==> src/rtl/aes_pkg.sv <==
// Shared AES constants, key-schedule FSM encoding and small helpers.
package aes_pkg;

    localparam int AES_NR       = 10;
    localparam int AES_BLK_W    = 128;
    localparam int AES_RK_IDX_W = 4;
    localparam int AES_NUM_RK   = AES_NR + 1;

    localparam logic [1:0] KS_IDLE  = 2'd0;
    localparam logic [1:0] KS_ISSUE = 2'd1;
    localparam logic [1:0] KS_WAIT  = 2'd2;
    localparam logic [1:0] KS_DONE  = 2'd3;

    typedef enum logic [1:0] {
        ST_IDLE  = KS_IDLE,
        ST_ISSUE = KS_ISSUE,
        ST_WAIT  = KS_WAIT,
        ST_DONE  = KS_DONE
    } ks_state_e;

    // True when idx addresses one of the stored round keys (0..AES_NR).
    function automatic logic rk_idx_valid(input logic [AES_RK_IDX_W-1:0] idx);
        return idx <= AES_RK_IDX_W'(AES_NR);
    endfunction

endpackage

==> src/rtl/aes_round_key_store.sv <==
// Round-key register file: one write port, one registered read port.
// Reset zeroizes every entry and the read register; indices above the
// last round key read back as zero and are never written.
module aes_round_key_store
    import aes_pkg::*;
(
    input  logic                    clk,
    input  logic                    rst,
    input  logic                    we_i,
    input  logic [AES_RK_IDX_W-1:0] wr_idx_i,
    input  logic [AES_BLK_W-1:0]    wr_data_i,
    input  logic [AES_RK_IDX_W-1:0] rd_idx_i,
    output logic [AES_BLK_W-1:0]    rd_data_o
);

    logic [AES_BLK_W-1:0] rk_q [0:AES_NR];
    logic [AES_BLK_W-1:0] rd_data_q;

    // Storage array: zeroize on reset, otherwise accept in-range writes.
    always_ff @(posedge clk) begin
        if (rst) begin
            for (int i = 0; i <= AES_NR; i++) begin
                rk_q[i] <= '0;
            end
        end else if (we_i && rk_idx_valid(wr_idx_i)) begin
            rk_q[wr_idx_i] <= wr_data_i;
        end
    end

    // Registered read; a same-edge write is seen on the following read.
    always_ff @(posedge clk) begin
        if (rst) begin
            rd_data_q <= '0;
        end else if (rk_idx_valid(rd_idx_i)) begin
            rd_data_q <= rk_q[rd_idx_i];
        end else begin
            rd_data_q <= '0;
        end
    end

    assign rd_data_o = rd_data_q;

endmodule

==> src/rtl/aes_key_sched_ctrl.sv <==
// AES-128 key-expansion sequencer. Takes a cipher key over valid/ready,
// steps an external aes_key_gen through rounds 0..9 feeding each result
// back in, and keeps all 11 round keys in a store the cipher core reads
// by index.
//
//  state | meaning
//  ------+-----------------------------------------------------------
//  IDLE  | no key loaded; ready for a cipher key
//  ISSUE | one-cycle enable pulse to aes_key_gen for round rnd
//  WAIT  | KEY_GEN_LAT cycles for aes_key_gen; capture on the last one
//  DONE  | all round keys valid; ready to accept a new key
module aes_key_sched_ctrl
    import aes_pkg::*;
#(
    parameter int KEY_GEN_LAT = 1,
    parameter int NR          = AES_NR
) (
    input  logic                    clk,
    input  logic                    rst,
    input  logic                    i_key_valid,
    output logic                    o_key_ready,
    input  logic [AES_BLK_W-1:0]    i_key,
    output logic                    o_en_key_gen,
    output logic [3:0]              o_round_num,
    output logic [AES_BLK_W-1:0]    o_pre_rnd_key,
    input  logic [AES_BLK_W-1:0]    i_next_rnd_key,
    input  logic [AES_RK_IDX_W-1:0] i_rd_idx,
    output logic [AES_BLK_W-1:0]    o_rd_key,
    output logic                    o_keys_ready,
    output logic                    o_busy
);

    localparam int WAIT_W = 3;

    ks_state_e              state_q, state_d;
    logic [3:0]             rnd_q, rnd_d;
    logic [WAIT_W-1:0]      wait_cnt_q, wait_cnt_d;
    logic                   keys_ready_q, keys_ready_d;
    // Copy of rk[rnd]: the store's only read port belongs to the cipher
    // core, so the key fed back to aes_key_gen is tracked here.
    logic [AES_BLK_W-1:0]   pre_key_q, pre_key_d;

    logic                    idle_or_done;
    logic                    accept;
    logic                    st_we;
    logic [AES_RK_IDX_W-1:0] st_wr_idx;
    logic [AES_BLK_W-1:0]    st_wr_data;

    assign idle_or_done = (state_q == ST_IDLE) || (state_q == ST_DONE);
    assign o_key_ready  = idle_or_done && !rst;
    assign accept       = i_key_valid && o_key_ready;

    // State, round counter, wait counter and feedback key registers.
    always_ff @(posedge clk) begin
        if (rst) begin
            state_q      <= ST_IDLE;
            rnd_q        <= '0;
            wait_cnt_q   <= '0;
            keys_ready_q <= 1'b0;
            pre_key_q    <= '0;
        end else begin
            state_q      <= state_d;
            rnd_q        <= rnd_d;
            wait_cnt_q   <= wait_cnt_d;
            keys_ready_q <= keys_ready_d;
            pre_key_q    <= pre_key_d;
        end
    end

    // Next-state, store write control and key-gen handshake outputs.
    always_comb begin
        state_d      = state_q;
        rnd_d        = rnd_q;
        wait_cnt_d   = wait_cnt_q;
        keys_ready_d = keys_ready_q;
        pre_key_d    = pre_key_q;
        st_we        = 1'b0;
        st_wr_idx    = rnd_q + 4'd1;
        st_wr_data   = i_next_rnd_key;
        o_en_key_gen = 1'b0;
        o_busy       = 1'b0;

        case (state_q)
            ST_IDLE, ST_DONE: begin
                if (accept) begin
                    st_we        = 1'b1;
                    st_wr_idx    = '0;
                    st_wr_data   = i_key;
                    pre_key_d    = i_key;
                    rnd_d        = '0;
                    keys_ready_d = 1'b0;
                    state_d      = ST_ISSUE;
                end
            end
            ST_ISSUE: begin
                o_busy       = 1'b1;
                o_en_key_gen = 1'b1;
                wait_cnt_d   = WAIT_W'(KEY_GEN_LAT);
                state_d      = ST_WAIT;
            end
            ST_WAIT: begin
                o_busy = 1'b1;
                if (wait_cnt_q == WAIT_W'(1)) begin
                    st_we     = 1'b1;
                    pre_key_d = i_next_rnd_key;
                    if (rnd_q == 4'(NR - 1)) begin
                        keys_ready_d = 1'b1;
                        state_d      = ST_DONE;
                    end else begin
                        rnd_d   = rnd_q + 4'd1;
                        state_d = ST_ISSUE;
                    end
                end else begin
                    wait_cnt_d = wait_cnt_q - WAIT_W'(1);
                end
            end
            default: state_d = ST_IDLE;
        endcase
    end

    assign o_round_num   = rnd_q;
    assign o_pre_rnd_key = pre_key_q;
    assign o_keys_ready  = keys_ready_q;

    aes_round_key_store u_key_store (
        .clk       (clk),
        .rst       (rst),
        .we_i      (st_we),
        .wr_idx_i  (st_wr_idx),
        .wr_data_i (st_wr_data),
        .rd_idx_i  (i_rd_idx),
        .rd_data_o (o_rd_key)
    );

endmodule

==> config.mk <==
export PLATFORM = sky130hd
export DESIGN_NAME = aes_key_sched_ctrl
export DESIGN_NICKNAME = d
export VERILOG_FILES = /design/src/rtl/aes_pkg.sv /design/src/rtl/aes_round_key_store.sv /design/src/rtl/aes_key_sched_ctrl.sv
export SDC_FILE = /design/constraint.sdc
export NUM_CORES = 2
export LEC_CHECK = 0
export ABC_AREA = 1
export BUFFER_PORTS_ARGS = -buffer_cell sky130_fd_sc_hd__buf_2
export CORE_AREA = 2 2 640 642
export DETAILED_ROUTE_END_ITERATION = 16
export DIE_AREA = 0 0 642 644
export SLEW_MARGIN = 5
export SYNTH_ARGS = -nofsm -noshare
export SYNTH_HDL_FRONTEND = slang
export SYNTH_HIERARCHICAL = 1
export SYNTH_SLANG_ARGS = --single-unit
==> constraint.sdc <==
create_clock -name clk -period 18.9 [get_ports clk]
set_input_delay 3.78 -clock clk [delete_from_list [all_inputs] [get_ports clk]]
set_output_delay 3.78 -clock clk [all_outputs]
set_load 0.01 [all_outputs]
==> reports/summary.json <==
{
  "run_status": "finished, final reports clean",
  "routed_wire_length_per_instance_um": 18.79,
  "cts_tree": "built",
  "core-area_sq_um": 407500,
  "clock_tree.buffer_depth": 4,
  "row_count": 235,
  "finalSetupViolCount": 0,
  "fin_worst_hold_slack_ns": 0.4731,
  "worstSetupEndpointType": "flop",
  "synth_adder_area_share": 0.0008637,
  "cp_common_cell": "nand2_1",
  "yosys_register_bits": 2314,
  "routability_cong": 0.7928,
  "synth_simple_gate_area_frac": 0.2136,
  "post-place-cells": 16740,
  "timing.critical_path.cells": "buf_2 -> nor2_1 -> nand2_4 -> buf_4 -> buf_4 -> nand2_1 -> inv_1 -> nand2_1 -> nand2_1 -> nand2_1 -> nand2_1 -> nor2_4 -> nand2_8 -> nand3_4 -> nand2_4 -> buf_4 -> buf_4",
  "timing.critical_path.arrival_ns": 10.38,
  "ctsResizeCount": 0,
  "timing.final.hold_violations": 0,
  "netlist_area_sq_um": 101400,
  "synth_top_family_by_area": "simple AND/OR/NAND/NOR gates",
  "grt_pass1_wl_um": 472400,
  "worst_slew_pin_tran_ns": 1.182,
  "initial_antenna_violation_count": 22,
  "initial_core_util": 0.2488,
  "htreeDepth": 5,
  "postRouteWirelength_um": 324300,
  "synth_compound_area_frac": 0.07700,
  "synth-async-reset-ratio": 0,
  "post-route-period-util": 0.5211,
  "hpwl_um": 195100,
  "drtPass1Iterations": 6,
  "critical_path.startpoint_type": "input pin",
  "synth_sequential_area_ratio": 0.6463,
  "timing.max_cap.violations": 0,
  "synth_area_per_cell_sq_um": 9.328,
  "drt_drc_violations_left": 0,
  "yosysWarningCount": 6,
  "grt_setup_unrepaired": "false",
  "largest_net_degree_at_the_start_of_global_routing": 200,
  "dr_total_vias": 75730,
  "max-vdd-ir-drop_mv": 0.08204,
  "antenna_left": 0,
  "slew_viol_final": 0,
  "critical_path.max_fanout": 103,
  "synthToLayoutAreaGrowth_pct": 17.92,
  "post_synth_xor_area_fraction": 0.0001727,
  "avgViaCountPerCell": 4.388,
  "via_count_of_the_first_global_routing_pass": 71670,
  "sum_neg_setup_slack_ns": 0,
  "pin_count": 527,
  "slew-limit-headroom": 0.2119,
  "tritoncts.num_buffers": 278,
  "fin_crit_ns": 9.849,
  "cell_with_the_largest_stage_delay_on_the_worst_path": "nand2_4",
  "timing.critical_path.max_delay_family": "simple AND/OR/NAND/NOR gates",
  "finalClockSkew_ns": 0.04574,
  "crit_path_max_incr_delay_ns": 0.91,
  "drtIter0Drc": 6403,
  "port_buffers": 526,
  "static_power_due_to_leakage_nw": 47.37,
  "worstSkewPairLatency_ns": 0.92,
  "postCtsSetupBuffers": 0,
  "cts-root-buf": "clkbuf_16",
  "num-nets-final": 11840,
  "dieWidth_um": 642,
  "powerDensity_nw_per_um2": 113.1,
  "worstSetupPathType": "in -> reg",
  "filler_free_cell_count_of_the_finished_design": 17260,
  "cp.required_ns": 19.43,
  "cts_hold_buf": 0,
  "worst_hold_path_type": "reg -> reg",
  "timing.fmax_mhz": 101.5,
  "synthDistinctLibCells": 31,
  "commonest_register_cell_after_synthesis": "edfxtp_1",
  "clkTransAtPathRegs_ns": 0.06,
  "cts_sinks": 2314,
  "cells_after_synthesis": 10870,
  "final_layout_size_suffix_gt1_frac": 0.09358,
  "die_h_um": 644,
  "synth.area.mux_share": 0,
  "synth-edff-count": 1920,
  "groute.usage.overall": 0.1511,
  "path_buf_inv": 6,
  "grt-ovfl-total": 0,
  "reg2reg_setup_slack_ns": 11.53,
  "fp.dieArea_sq_um": 413400
}
==> synthesized netlist by cell type (all sizes together) (2+ instances only) <==
library cell,n,area (sq um)
dfxtp,394,7888
o21ai,1283,6421
edfxtp,1920,57660
ha,7,87.58
nand3,519,2597
nand2,2225,8364
nor2,2839,10670
nand4,3,18.77
clkbuf,296,1111
buf,566,3120
xnor2,2,17.52
a21oi,264,1348
inv,547,2058
==> path summary, 6_finish.rpt <==
kind                                                       startpoint                                      to  cells past startpoint
worst max-delay path                                              rst  u_key_store/rk_q[8][104]$_SDFFCE_PN0P_                     17
worst min register to register  u_key_store/rk_q[10][29]$_SDFFE_PP0P_   u_key_store/rk_q[10][29]$_SDFFE_PP0P_                      2
worst max register to register                state_q[0]$_SDFFE_PP0P_  u_key_store/rk_q[8][104]$_SDFFCE_PN0P_                     20
worst min-delay path            u_key_store/rk_q[10][29]$_SDFFE_PP0P_   u_key_store/rk_q[10][29]$_SDFFE_PP0P_                      2
==> metrics by stage <==
step	utilization	cell area [sq um]	total power (W)	setup slack [ns]
5_1_grt	0.2934	119600	0.01412	8.606
3_5_place_dp	0.2707	110300	0.008251	7.998
4_1_cts	0.2934	119600	0.01371	8.947
3_3_place_gp	0.2707	110300	0.008226	7.933
6_report	0.2934	119600	0.01352	9.051
2_1_floorplan	-	103800	0.007349	0.2137
==> cells in the final DEF (no fill, tap or decap), drive strengths merged, types with 371 or more instances in the layout <==
master and n:
dfxtp 394, nand3 519, nand2 2225, nor2 2839, clkbuf 371, o21ai 1283
buf 639, conb 640, inv 560, edfxtp 1920
==> state kept, by name, indices dropped and copies added (netlist names) <==
name and flops:
wait_cnt_q 3, o_pre_rnd_key 128, state_q 2, o_keys_ready 1, u_key_store/rk_q 2048, u_key_store/rd_data_o 128
o_round_num 4
==> final cells by class <==
| type | count | area (sq um) |
|---|---|---|
| sequential | 2314 | 65540 |
| fill | 42690 | 287900 |
| timing repair buffer | 640 | 3621 |
| antenna | 12 | 30.03 |
| clock buffer | 370 | 7639 |
| tap | 5451 | 6820 |
| inverter | 547 | 2117 |
| multi-input combinational | 7787 | 32230 |
| clock inverter | 139 | 1583 |
==> metal layers <==
metal	global-route usage	routed length, um	part of all wire
met5	0	37	0.00011
met4	0.08022	18520	0.057
met3	0.02126	18820	0.058
met2	0.2578	156900	0.48
met1	0.1845	130000	0.40
==> power breakdown <==
group | total [W] | switching [W] | internal, W
registers | 0.00609 | 0.000147 | 0.00595
clock network | 0.00542 | 0.00222 | 0.00320
logic | 0.00201 | 0.00153 | 0.000483
total | 0.0135 | 0.00390 | 0.00963
==> worst reg2reg max path, delay by kind of cell (launching register included) <==
family | cells | cell delay, ns
buffers and inverters | 8 | 2.97
adders and majority gates | 1 | 0.24
DFF | 1 | 0.36
and+or+nand+nor | 11 | 3.38
==> cells by family (layout without fill, tap and decap cells) <==
logic type,count (synthesis),after routing
AND/OR/NAND/NOR,5587,5587
AO/OA/AOI/OAI,1551,1551
other,1,652
XOR/XNOR,2,2
flip-flops,2314,2314
buffers and inverters,1409,1696
adder cells (fa/ha/maj),7,7
Note: power is estimated with default switching activity, not from simulation.
